===== config.mk =====
export PLATFORM = sky130hd
export DESIGN_NAME = booth_mac_ctrl
export DESIGN_NICKNAME = d
export VERILOG_FILES = /design/src/rtl/booth_mac_pkg.sv /design/src/rtl/booth_mac_acc.sv /design/src/rtl/booth_mac_ctrl.sv
export SDC_FILE = /design/constraint.sdc
export NUM_CORES = 1
export LEC_CHECK = 0
export BUFFER_PORTS_ARGS = -buffer_cell sky130_fd_sc_hd__buf_2
export CORE_MARGIN = 1.5
export CORE_UTILIZATION = 55
export CTS_BUF_LIST = sky130_fd_sc_hd__clkbuf_4 sky130_fd_sc_hd__clkbuf_8 sky130_fd_sc_hd__clkbuf_16
export CTS_CLUSTER_SIZE = 16
export DETAILED_ROUTE_END_ITERATION = 6
export PLACE_DENSITY = 0.8
export SLEW_MARGIN = 20
export SYNTH_ARGS = -nofsm -noshare
export SYNTH_HDL_FRONTEND = slang
export SYNTH_HIERARCHICAL = 1
export SYNTH_SLANG_ARGS = --single-unit

===== constraint.sdc =====
create_clock -name Clk -period 2.7 [get_ports Clk]
set_input_delay 0.405 -clock Clk [delete_from_list [all_inputs] [get_ports Clk]]
set_output_delay 0.405 -clock Clk [all_outputs]
set_load 0.1 [all_outputs]

===== src/rtl/booth_mac_pkg.sv =====
// Shared types and constants for the Booth multiplier MAC sequencer.
package booth_mac_pkg;

  localparam int unsigned DefAccW     = 24;
  localparam int unsigned DefDrainCyc = 20;
  localparam int unsigned ProdW       = 16;
  localparam int unsigned OpW         = 8;

  typedef enum logic [2:0] {
    StDrain,
    StIdle,
    StIssue,
    StWaitClr,
    StWaitDone,
    StAccum,
    StOut
  } state_e;

endpackage


===== src/rtl/booth_mac_acc.sv =====
// Accumulate step: sign-extend the 16-bit product, add it to the running sum and flag
// signed overflow. Build with BOOTH_MAC_SAT_EN defined to clamp on overflow instead of
// wrapping.
module booth_mac_acc
  import booth_mac_pkg::*;
#(
  parameter int unsigned ACC_W = DefAccW
) (
  input  logic [ACC_W-1:0] acc,
  input  logic [ProdW-1:0] product,
  output logic [ACC_W-1:0] next_acc,
  output logic             ovf_hit
);

  logic [ACC_W-1:0] ext;
  logic [ACC_W-1:0] sum;

  // Sign-extend, add, and detect overflow as equal operand signs with a differing sum sign.
  always_comb begin
    ext     = {{(ACC_W - ProdW){product[ProdW-1]}}, product};
    sum     = acc + ext;
    ovf_hit = (acc[ACC_W-1] == ext[ACC_W-1]) && (sum[ACC_W-1] != acc[ACC_W-1]);
  end

`ifdef BOOTH_MAC_SAT_EN
  // Clamp toward the overflow direction; both operands share the sign of acc.
  always_comb begin
    next_acc = sum;
    if (ovf_hit) begin
      next_acc = acc[ACC_W-1] ? {1'b1, {(ACC_W - 1){1'b0}}} : {1'b0, {(ACC_W - 1){1'b1}}};
    end
  end
`else
  // Plain two's-complement wrap.
  always_comb begin
    next_acc = sum;
  end
`endif

endmodule


===== src/rtl/booth_mac_ctrl.sv =====
// Sequencer and dot-product accumulator wrapped around an external 8x8 signed Booth
// multiplier (St/Done handshake). Optional saturation is enabled with BOOTH_MAC_SAT_EN.
module booth_mac_ctrl
  import booth_mac_pkg::*;
#(
  parameter int unsigned ACC_W     = DefAccW,
  parameter int unsigned DRAIN_CYC = DefDrainCyc
) (
  input  logic             Clk,
  input  logic             Rst,
  input  logic             In_Valid,
  output logic             In_Ready,
  input  logic [OpW-1:0]   In_A,
  input  logic [OpW-1:0]   In_B,
  input  logic             In_Last,
  output logic             Mul_St,
  output logic [OpW-1:0]   Mul_Mplier,
  output logic [OpW-1:0]   Mul_Mcand,
  input  logic [ProdW-1:0] Mul_Product,
  input  logic             Mul_Done,
  output logic [ACC_W-1:0] Acc_Out,
  output logic             Acc_Valid,
  output logic             Ovf
);

  localparam int unsigned CntW = $clog2(DRAIN_CYC + 1);

  state_e           state_q;
  logic [CntW-1:0]  drain_cnt_q;
  logic             in_ready_q;
  logic             mul_st_q;
  logic [OpW-1:0]   mplier_q;
  logic [OpW-1:0]   mcand_q;
  logic             last_q;
  logic             first_q;
  logic [ACC_W-1:0] acc_q;
  logic [ACC_W-1:0] acc_out_q;
  logic             acc_valid_q;
  logic             ovf_q;

  logic [ACC_W-1:0] next_acc;
  logic             ovf_hit;

  booth_mac_acc #(
    .ACC_W (ACC_W)
  ) u_acc (
    .acc      (acc_q),
    .product  (Mul_Product),
    .next_acc (next_acc),
    .ovf_hit  (ovf_hit)
  );

  // Control FSM with registered outputs; the multiplier has no reset, so DRAIN waits out
  // any operation it may still be running and ignores its Done.
  always_ff @(posedge Clk) begin
    if (Rst) begin
      state_q     <= StDrain;
      drain_cnt_q <= '0;
      in_ready_q  <= 1'b0;
      mul_st_q    <= 1'b0;
      mplier_q    <= '0;
      mcand_q     <= '0;
      last_q      <= 1'b0;
      first_q     <= 1'b1;
      acc_q       <= '0;
      acc_out_q   <= '0;
      acc_valid_q <= 1'b0;
      ovf_q       <= 1'b0;
    end else begin
      mul_st_q    <= 1'b0;
      acc_valid_q <= 1'b0;
      unique case (state_q)
        StDrain: begin
          if (drain_cnt_q == CntW'(DRAIN_CYC - 1)) begin
            state_q    <= StIdle;
            in_ready_q <= 1'b1;
          end else begin
            drain_cnt_q <= drain_cnt_q + 1'b1;
          end
        end
        StIdle: begin
          if (In_Valid && in_ready_q) begin
            mplier_q   <= In_A;
            mcand_q    <= In_B;
            last_q     <= In_Last;
            in_ready_q <= 1'b0;
            mul_st_q   <= 1'b1;
            state_q    <= StIssue;
            if (first_q) begin
              acc_q   <= '0;
              ovf_q   <= 1'b0;
              first_q <= 1'b0;
            end
          end
        end
        StIssue: begin
          state_q <= StWaitClr;
        end
        // Done may still be high from the previous product until the St edge clears it.
        StWaitClr: begin
          state_q <= StWaitDone;
        end
        StWaitDone: begin
          if (Mul_Done) begin
            state_q <= StAccum;
          end
        end
        StAccum: begin
          acc_q <= next_acc;
          ovf_q <= ovf_q | ovf_hit;
          if (last_q) begin
            acc_out_q   <= next_acc;
            acc_valid_q <= 1'b1;
            state_q     <= StOut;
          end else begin
            in_ready_q <= 1'b1;
            state_q    <= StIdle;
          end
        end
        StOut: begin
          first_q    <= 1'b1;
          in_ready_q <= 1'b1;
          state_q    <= StIdle;
        end
        default: begin
          state_q <= StDrain;
        end
      endcase
    end
  end

  assign In_Ready   = in_ready_q;
  assign Mul_St     = mul_st_q;
  assign Mul_Mplier = mplier_q;
  assign Mul_Mcand  = mcand_q;
  assign Acc_Out    = acc_out_q;
  assign Acc_Valid  = acc_valid_q;
  assign Ovf        = ovf_q;

endmodule


==> results of run 1 <==
-- worst max-delay path: stages, from the launching register on --
cell	delay, ps
dfxtp_1	330
ha_1	250
fa_1	400
a211oi_1	270
o21bai_1	160
a31o_2	310
a21oi_4	180
o21bai_1	130
xor2_1	190
a22oi_1	230
nor2_1	60
-- layout by cell type, fill, tap and decap left out, types with 11 or more instances in the layout --
cell type	n
xor2_1	13
nand2_1	108
xnor2_1	13
ha_1	24
nor2_1	38
buf_2	80
o21ai_0	11
a21oi_1	53
a22oi_1	25
a21oi_2	14
dfxtp_1	78
-- metrics by stage --
stage / instances / setup slack [ps] / hold WS (ps) / power [mW]
final: 670 / 61.75 / 278.3 / 2.260
after global routing: 670 / 0.02598 / 255.3 / 2.348
after CTS: 670 / 56.46 / 263.8 / 2.277
after detailed placement: 654 / -47.73 / 443.2 / 1.374
after global placement: 654 / 91.45 / 439.2 / 1.370
after floorplan: 498 / 280.0 / 438.1 / 1.322
-- sequential cells by signal (all words and copies together) (netlist names) --
name	cells
Acc_Out	24
last_q	1
first_q	1
acc_q	24
Mul_St	1
Mul_Mplier	8
Acc_Valid	1
In_Ready	1
Ovf	1
Mul_Mcand	8
drain_cnt_q	5
state_q	3
-- Yosys cell counts (2+ instances only) --
| cell | n |
|---|---|
| buf_1 | 2 |
| nor3b_1 | 2 |
| buf_8 | 2 |
| a211oi_2 | 2 |
| buf_6 | 4 |
| nand3_1 | 8 |
| nor3_1 | 5 |
| clkbuf_1 | 10 |
| xnor2_1 | 13 |
| a22oi_1 | 25 |
| buf_2 | 10 |
| o21ai_0 | 11 |
| nand2b_1 | 4 |
| nand2_1 | 108 |
| a21oi_2 | 15 |
| and3_1 | 2 |
| nor2_1 | 38 |
| a21oi_1 | 53 |
| o211ai_1 | 2 |
| a211oi_1 | 3 |
| o22ai_1 | 2 |
| or2_2 | 2 |
| ha_1 | 24 |
| nand4_1 | 9 |
| inv_1 | 5 |
| nor2b_1 | 2 |
| a31oi_1 | 5 |
| a21o_1 | 2 |
| xor2_1 | 13 |
| buf_4 | 2 |
| o21ai_1 | 5 |
| o21bai_1 | 3 |
| and2_1 | 2 |
| dfxtp_1 | 78 |
| or3_1 | 2 |
| o211ai_2 | 2 |
-- layout make-up --
type,count,area (um^2),share of cell area [%]
clock inverters,7,80.08,1.690
repair buffers,88,473.0,9.982
inverters,5,18.77,0.3961
flip-flops and latches,78,1562,32.95
well taps,99,123.9,2.614
clock buffers,9,123.9,2.614
multi-input cells,384,2357,49.75
-- metal layers --
layer  routed length, um  GRT usage, %
met1                4284         29.34
met2                4464         38.99
met3                 599         5.499
met4                  94         8.598
met5                   0             0
-- where the power goes --
group | total (mW) | internal [mW] | switching [mW]
logic | 0.180 | 0.0675 | 0.113
clock network | 0.910 | 0.438 | 0.472
registers | 1.17 | 1.16 | 0.0108
total | 2.26 | 1.66 | 0.596
-- path summary, 6_finish.rpt --
check	endpoint	start	depth (start not counted)	slack [ps]
setup / recovery	acc_q[18]$_SDFFE_PP0P_	acc_q[0]$_SDFFE_PP0P_	10	60
hold reg to reg	Acc_Out[13]$_SDFFE_PP0P_	Acc_Out[13]$_SDFFE_PP0P_	2	450
setup reg to reg	acc_q[18]$_SDFFE_PP0P_	acc_q[0]$_SDFFE_PP0P_	10	60
hold / removal	Mul_Mplier[2]$_SDFFE_PP0P_	In_A[2]	3	280
-- cell families after synthesis --
family	count (synthesis)
XOR/XNOR	26
flip-flops	78
multiplexers	1
AO/OA/AOI/OAI	140
AND/OR/NAND/NOR	192
adder cells (fa/ha/maj)	25
buffers and inverters	36
==> flow_summary.yaml, run 1 <==
outcome:
  run_status: "complete, no violations"
sta:
  final_min_period_over_clock_period_pct: 97.71
  worst_clock_skew_ps: 6.673
  report.final.hold_viol_count: 0
  final-max-slew-violation-count: 0
  fin_tns_setup_ps: 0
  rsz_0062_raised_after_global_routing: "false"
  worst-slew-pin-transition_ps: 727.2
  worst_rel_slew_slack_pct: 51.52
  fmax_ghz: 0.3790
  setup_viol: 0
  finalWorstPathRequiredPeriod_ps: 2638
cts:
  clock-sinks: 78
  holdBufCountCts: 0
  clock_latency_late_sink_ps: 360
  cts_buffer_depth: 2
  numCtsBuffers: 9
  clk_root_buffer_cell: "clkbuf_8"
  htree_levels: 3
  tritoncts_clock_tree: "built"
  cts_setup_buffers: 0
  clk_pin_slew_ps: 90
  cts_repair_resize_count: 0
worst_setup_path:
  worst-endpoint-arrival_ps: 2860
  start_kind: "register"
  nature_of_the_critical_path_endpoint: "register"
  cp.required_ps: 2920
  worst-path-max-fanout: 4
  start_to_end_type_of_the_worst_setup_path: "register to register"
global_route:
  grt_util_all_layers_pct: 23.35
  overflow_left_after_global_routing: 0
  first_global_vias: 3552
  grt_max_degree: 46
  initial_antenna_violation_count: 0
  grt_pass1_wl_um: 15700
logic_synthesis:
  synth_adder_area_share_pct: 7.746
  synthesis.area_um2: 4135
  synth_fp_nets: 560
  synth.avg_cell_area_um2: 8.304
  syn_inst: 498
  synth_top_flop_cell: "dfxtp_1"
  synth-async-reset-ratio_pct: 0
  synth_largest_type_area_fraction_pct: 37.76
  synth_area_leaders: "dfxtp_1, nand2_1, ha_1, a21oi_1, a22oi_1"
  postSynthRegisterBits: 78
  post_synth_mux_area_share_pct: 0.2421
  synth_enable_flop_cells: 0
  synth_compound_area_share_pct: 22.69
  synth_top_family_by_area: "compound AO/OA/AOI/OAI gates"
  synthesis_warnings: 6
  synth-xor-area-share_pct: 5.507
  cell_type_with_the_largest_total_area_after_synthesis: "dfxtp_1"
  part_of_the_yosys_area_used_for_sequential_elements_pct: 37.76
  post_synth_num_cell_types: 57
  synth_simple_gate_area_share_pct: 20.64
drt:
  drt_wl_total_um: 9443
  drt.antenna.violating_nets: 0
  dr.pass1.iters: 5
  route.vias.total: 3740
  drc_errors: 0
  avgViaCountPerCell: 5.582
  number_of_drc_markers_after_the_initial_detailed_route_iteration: 213
  post_drt_wl_per_cell_um: 14.09
floorplanning:
  fp.dieArea_um2: 8048
  num_io_pins: 81
  die-height_um: 89.71
  start_util_pct: 57.01
  core_um2: 7253
  row_count: 31
  die_width_um: 89.71
worst_hold_path:
  hp-class: "input port to register"
placed_design:
  post_dp_cell_area_um2: 4527
  port_buffers: 80
  dp_hpwl_um: 6637
  gp_congestion: 0.9395
layout:
  antenna_cells: 0
  post_route_cells_drive_above_1_share_pct: 23.29
  syn_to_final_growth_pct: 14.58
  finish.net_count: 628
  fin_area_um2: 4738
  fin_util_pct: 65.33
  fillCellCount: 636
power_and_ir_drop:
  power.leakage_nw: 1.927
  peakVddDrop_v: 0.0003474
  pwr_density_cell_nw_per_um2: 477.0
job:
  cap_viol_max_count: 0
No activity file was read; power rests on OpenSTA's default activity.
==> inputs of run 2 (changes only) <==
--- a/config.mk
+++ b/config.mk
@@ -13,2 +13,3 @@
 export DETAILED_ROUTE_END_ITERATION = 6
+export GPL_TIMING_DRIVEN = 0
 export PLACE_DENSITY = 0.8
--- a/constraint.sdc
+++ b/constraint.sdc
@@ -3,2 +3,2 @@
 set_output_delay 0.405 -clock Clk [all_outputs]
-set_load 0.1 [all_outputs]
+set_load 0.005 [all_outputs]
==> flow_summary.yaml, run 2 (synthesis results as in run 1) <==
outcome:
  run_status: "complete, no violations"
worst_setup_path:
  worst-path-max-fanout: 4
  slowest_cell_delay_on_critical_path_ps: 450
  r2r-start: "acc_q[0]$_SDFFE_PP0P_"
  nature_of_the_critical_path_endpoint: "register"
  cp_cell_sequence: "ha_1 -> fa_1 -> a211oi_2 -> o21bai_1 -> a31o_2 -> a21oi_4 -> o311ai_2 -> xor2_1 -> a22oi_1 -> nor2_1"
  r2r_end: "acc_q[22]$_SDFFE_PP0P_"
  start_to_end_type_of_the_worst_setup_path: "register to register"
  crit_slowest_cell: "fa_1"
  worst-r2r-cell-count: 10
  ff2ff_setup_slack_ps: 150
  start_kind: "register"
  worst-endpoint-arrival_ps: 2780
  cp.required_ps: 2940
placed_design:
  port_buffers: 79
  post_dp_cell_area_um2: 4654
  dp_hpwl_um: 7289
  placed_cells_incl_taps: 676
  gp_congestion: 0.9482
layout:
  post_route_cells_drive_above_1_share_pct: 24.28
  final_cell_count_no_fill: 692
  finish.net_count: 650
  syn_to_final_growth_pct: 17.79
  fin_area_um2: 4871
  final_cell_mix: "nand2_1, buf_2, dfxtp_1"
  layout.cells.most_common: "nand2_1"
  antenna_cells: 0
drt:
  drt.antenna.violating_nets: 0
  avgViaCountPerCell: 5.493
  post_drt_wl_per_cell_um: 13.92
  drc_errors: 0
  drt_wl_total_um: 9634
  dr.pass1.iters: 5
  met2WireLength_um: 4683
  route.met3.wl_um: 594
  top_metal_layer_carrying_routed_signals: "met4"
  number_of_drc_markers_after_the_initial_detailed_route_iteration: 162
  route.vias.total: 3801
  met1Wirelength_um: 4188
worst_hold_path:
  sink_of_the_worst_hold_path: "Mul_Mplier[0]$_SDFFE_PP0P_"
  hold_path_startpoint: "In_A[0]"
  hp-class: "input port to register"
  whs_path_depth: 3
job:
  cap_viol_max_count: 0
floorplanning:
  die_width_um: 89.71
  row_count: 31
  num_io_pins: 81
  core_um2: 7253
  die-height_um: 89.71
  start_util_pct: 57.01
  fp.dieArea_um2: 8048
sta:
  finalWorstPathRequiredPeriod_ps: 2548
  final.hold.worst_slack_ps: 266.5
  fmax_ghz: 0.3925
  setup_viol: 0
  worst_rel_slew_slack_pct: 51.89
  final_min_period_over_clock_period_pct: 94.36
  final-max-slew-violation-count: 0
  report.final.hold_viol_count: 0
  fin_tns_setup_ps: 0
  worst-slew-pin-transition_ps: 721.6
  worst_clock_skew_ps: 14.35
  rsz_0062_raised_after_global_routing: "false"
cts:
  clock_latency_late_sink_ps: 360
  clk_pin_slew_ps: 90
  htree_levels: 3
  tritoncts_clock_tree: "built"
  clock-sinks: 78
  numCtsBuffers: 9
  cts_buffer_depth: 2
  clk_root_buffer_cell: "clkbuf_8"
  cts_setup_buffers: 0
global_route:
  grt_max_degree: 16
  overflow_left_after_global_routing: 0
  initial_antenna_violation_count: 0
  first_global_vias: 3820
  grt_util_all_layers_pct: 24.20
  grt_pass1_wl_um: 16420
power_and_ir_drop:
  pwr_density_cell_nw_per_um2: 463.6
  power.leakage_nw: 1.991
  peakVddDrop_v: 0.0003598
run 2: timing repair:
action / 4_1_cts / 5_1_grt
setup endpoints to repair: 0 / 3
hold endpoints to repair: 0 / 0
hold buffers: 0 / 0
gates resized for setup: 0 / 2
run 2: critical path: cells and delay by family, from the launching register on:
kind / cells / cell delay, ps
adder cells (fa/ha/maj): 2 / 700
XOR/XNOR: 1 / 190
AO/OA/AOI/OAI: 6 / 1150
AND/OR/NAND/NOR: 1 / 60
flip-flops: 1 / 320
run 2: per-layer routing:
layer | up-vias | GRT usage, %
met4 | 0 | 8.069
li1 | 1920 | -
met5 | - | 0
met3 | 20 | 6.937
met1 | 1747 | 27.60
met2 | 114 | 43.26
run 2: through the flow:
stage	setup slack, ps	power [mW]	utilization, %
4_1_cts	56.87	2.268	66.98
3_5_place_dp	-105.2	1.373	64.17
2_1_floorplan	280.0	1.312	-
6_report	152.4	2.258	67.16
3_3_place_gp	-70.98	1.366	64.17
5_1_grt	18.69	2.344	67.16
run 2: layout make-up:
type,instances,area (um^2)
flip-flops and latches,78,1562
inverters,5,18.77
repair buffers,79,395.4
clock inverters,7,80.08
plain buffers,31,205.2
well taps,99,123.9
fillers,632,2382
clock buffers,9,123.9
multi-input cells,384,2362
run 2: how the worst max path moves through the flow:
stage                               start                      to  slack, ps  depth (start not counted)
finish              acc_q[0]$_SDFFE_PP0P_  acc_q[22]$_SDFFE_PP0P_        150                         10
global route        acc_q[0]$_SDFFE_PP0P_  acc_q[22]$_SDFFE_PP0P_         20                         10
CTS                 acc_q[0]$_SDFFE_PP0P_  acc_q[22]$_SDFFE_PP0P_         60                         10
detailed placement         Mul_Product[0]  acc_q[22]$_SDFFE_PP0P_       -110                         11
global placement           Mul_Product[0]  acc_q[22]$_SDFFE_PP0P_        -70                         11
floorplan                  Mul_Product[0]  acc_q[22]$_SDFFE_PP0P_        280                         10
run 2: power breakdown:
| group | switching (mW) | leakage [nW] | internal, mW |
|---|---|---|---|
| combinational | 0.108 | 1.27 | 0.0701 |
| sequential | 0.0107 | 0.629 | 1.16 |
| clock | 0.474 | 0.0964 | 0.436 |
==> inputs of run 3 (changes only) <==
Settings changed: ABC_AREA set to 1, CORE_UTILIZATION 55 to 57, PLACE_DENSITY 0.8 to 0.81, RECOVER_POWER set to 25.
==> flow_summary.yaml, run 3 <==
worst_setup_path:
  worst-endpoint-arrival_ps: 2410
  start_kind: "register"
  r2r_end: "acc_q[20]$_SDFFE_PP0P_"
  cp.required_ps: 2940
  worst-r2r-cell-count: 14
  cp_common_cell: "nand2_1"
  cp_cell_sequence: "ha_1 -> fa_1 -> nand2_1 -> nand2_1 -> nand2_1 -> inv_1 -> nand3_1 -> nand3_1 -> nand2_1 -> nand2_1 -> inv_1 -> nor2_1 -> a21oi_1 -> nor2_1"
  crit_slowest_cell: "fa_1"
  worst-path-max-fanout: 3
  r2r-start: "acc_q[0]$_SDFFE_PP0P_"
  crit_path_start: "acc_q[0]$_SDFFE_PP0P_"
  slowest_cell_delay_on_critical_path_ps: 450
  ff2ff_setup_slack_ps: 530
  nature_of_the_critical_path_endpoint: "register"
  start_to_end_type_of_the_worst_setup_path: "register to register"
  path_buf_inv: 2
  path_depth: 14
  worstSetupEndpoint: "acc_q[20]$_SDFFE_PP0P_"
  critical_path.top_delay_family: "simple AND/OR/NAND/NOR gates"
logic_synthesis:
  synth_largest_type_area_fraction_pct: 32.60
  syn_inst: 739
  synthesis_warnings: 6
  post_synth_num_cell_types: 37
  synthesis.area_um2: 4790
  synth.top_cells.by_count: "nand2_1, nor2_1, inv_1, dfxtp_1, nand3_1"
  cell_type_with_the_largest_total_area_after_synthesis: "dfxtp_1"
  synth-async-reset-ratio_pct: 0
  synth.avg_cell_area_um2: 6.481
  part_of_the_yosys_area_used_for_sequential_elements_pct: 32.60
  yosys.cell_count.top_type: "nand2_1"
  synth_enable_flop_cells: 0
  synth_fp_nets: 801
  synth_area_leaders: "dfxtp_1, nand2_1, nor2_1, inv_1, ha_1"
  synth_top_flop_cell: "dfxtp_1"
  postSynthRegisterBits: 78
sta:
  fmax_ghz: 0.4611
  setup_viol: 0
  worst_clock_skew_ps: 4.867
  worst_rel_slew_slack_pct: 63.06
  rsz_0062_raised_after_global_routing: "false"
  final_min_period_over_clock_period_pct: 80.32
  fin_tns_setup_ps: 0
  final-max-slew-violation-count: 0
  final.hold.worst_slack_ps: 268.1
  report.final.hold_viol_count: 0
  finalWorstPathRequiredPeriod_ps: 2169
  worst-slew-pin-transition_ps: 554.1
power_and_ir_drop:
  pwr_density_cell_nw_per_um2: 435.1
  peakVddDrop_v: 0.0003858
  design_power_total_mw: 2.396
  power.leakage_nw: 3.033
layout:
  fin_area_um2: 5505
  fillCellCount: 739
  layout.cells.most_common: "nand2_1"
  final_cell_mix: "nand2_1, nor2_1, inv_1"
  antenna_cells: 0
  finish.net_count: 892
  fin_util_pct: 67.34
  syn_to_final_growth_pct: 14.94
  post_route_cells_drive_above_1_share_pct: 15.81
cts:
  clock_latency_late_sink_ps: 350
  htree_levels: 3
  numCtsBuffers: 9
  clk_root_buffer_cell: "clkbuf_8"
  clock-sinks: 78
  tritoncts_clock_tree: "built"
  holdBufCountCts: 0
  cts_setup_buffers: 0
  cts_repair_resize_count: 0
  clk_pin_slew_ps: 90
  cts_buffer_depth: 2
global_route:
  first_global_vias: 4515
  overflow_left_after_global_routing: 0
  grt_pass1_wl_um: 19400
  initial_antenna_violation_count: 0
  grt_max_degree: 15
  grt_util_all_layers_pct: 27.23
floorplanning:
  start_util_pct: 58.59
  row_count: 33
  fp.dieArea_um2: 8961
  num_io_pins: 81
  core_um2: 8175
  die_width_um: 94.67
  die-height_um: 94.67
placed_design:
  port_buffers: 80
  post_dp_cell_area_um2: 5321
  gp_congestion: 0.9626
  dp_hpwl_um: 9204
drt:
  drc_errors: 0
  drt_wl_total_um: 11650
  post_drt_wl_per_cell_um: 12.40
  dr.pass1.iters: 6
  number_of_drc_markers_after_the_initial_detailed_route_iteration: 231
  route.vias.total: 4767
  drt.antenna.violating_nets: 0
  avgViaCountPerCell: 5.071
worst_hold_path:
  whs_path_depth: 3
  hp-class: "input port to register"
outcome:
  run_status: "complete, no violations"
job:
  cap_viol_max_count: 0
run 3: changes by cell type after synthesis, moves of 25 or more:
cell | before | now
a22oi_1 | 25 | 0
nor2_1 | 38 | 123
inv_1 | 5 | 115
nand3_1 | 8 | 48
nand2_1 | 108 | 179
run 3: final cells by class:
cell class | count | area (um^2) | share of cell area [%]
sequential | 78 | 1562 | 28.36
multi-input combinational | 519 | 2613 | 47.45
clock inverter | 6 | 70.07 | 1.273
timing repair buffer | 80 | 382.9 | 6.955
clock buffer | 10 | 131.4 | 2.386
inverter | 122 | 460.4 | 8.364
buffer | 20 | 155.1 | 2.818
tap | 105 | 131.4 | 2.386
run 3: metrics by stage:
step / setup WS, ps / std cells
2_1_floorplan: 746.5 / 739
3_3_place_gp: 385.0 / 924
3_5_place_dp: 368.6 / 924
4_1_cts: 531.8 / 940
5_1_grt: 308.1 / 940
6_report: 531.3 / 940
run 3: kinds of logic (layout without fill, tap and decap cells):
group,count (synthesis),after routing,share of synthesized area (%)
AOI/OAI and AO/OA,93,93,10.55
xor gates and xnor gates,14,14,2.560
adders and majority gates,25,25,6.688
buffers and inverters,142,238,12.85
DFF,78,78,32.60
and+or+nand+nor,387,387,34.74
run 3: worst register-to-register path, stage by stage, from the launching register on:
cell and delay [ps]:
dfxtp_1 320, ha_1 240, fa_1 450, nand2_1 90, nand2_1 70, nand2_1 170
inv_1 80, nand3_1 110, nand3_1 90, nand2_1 60, nand2_1 50, inv_1 110
nor2_1 60, a21oi_1 110, nor2_1 50
run 3: how the worst min path moves through the flow:
| stage | startpoint | to | slack (ps) |
|---|---|---|---|
| floorplan | last_q$_SDFFE_PP0P_ | last_q$_SDFFE_PP0P_ | 450 |
| global placement | In_Ready$_SDFFE_PP0P_ | In_Ready$_SDFFE_PP0P_ | 450 |
| detailed placement | In_Ready$_SDFFE_PP0P_ | In_Ready$_SDFFE_PP0P_ | 460 |
| CTS | In_A[1] | Mul_Mplier[1]$_SDFFE_PP0P_ | 260 |
| global route | In_B[5] | Mul_Mcand[5]$_SDFFE_PP0P_ | 270 |
| finish | In_A[3] | Mul_Mplier[3]$_SDFFE_PP0P_ | 270 |
run 3: report_power, final:
group          internal, mW  switching, mW  total, mW
Sequential             1.17         0.0230       1.20
Clock                 0.444          0.473      0.917
Combinational        0.0996          0.183      0.283
run 3: routing by layer:
metal  GRT usage (%)  wire length [um]
met1           31.38              5209
met2           48.99              5486
met3           5.958               682
met4           9.826               274
met5               0                 0
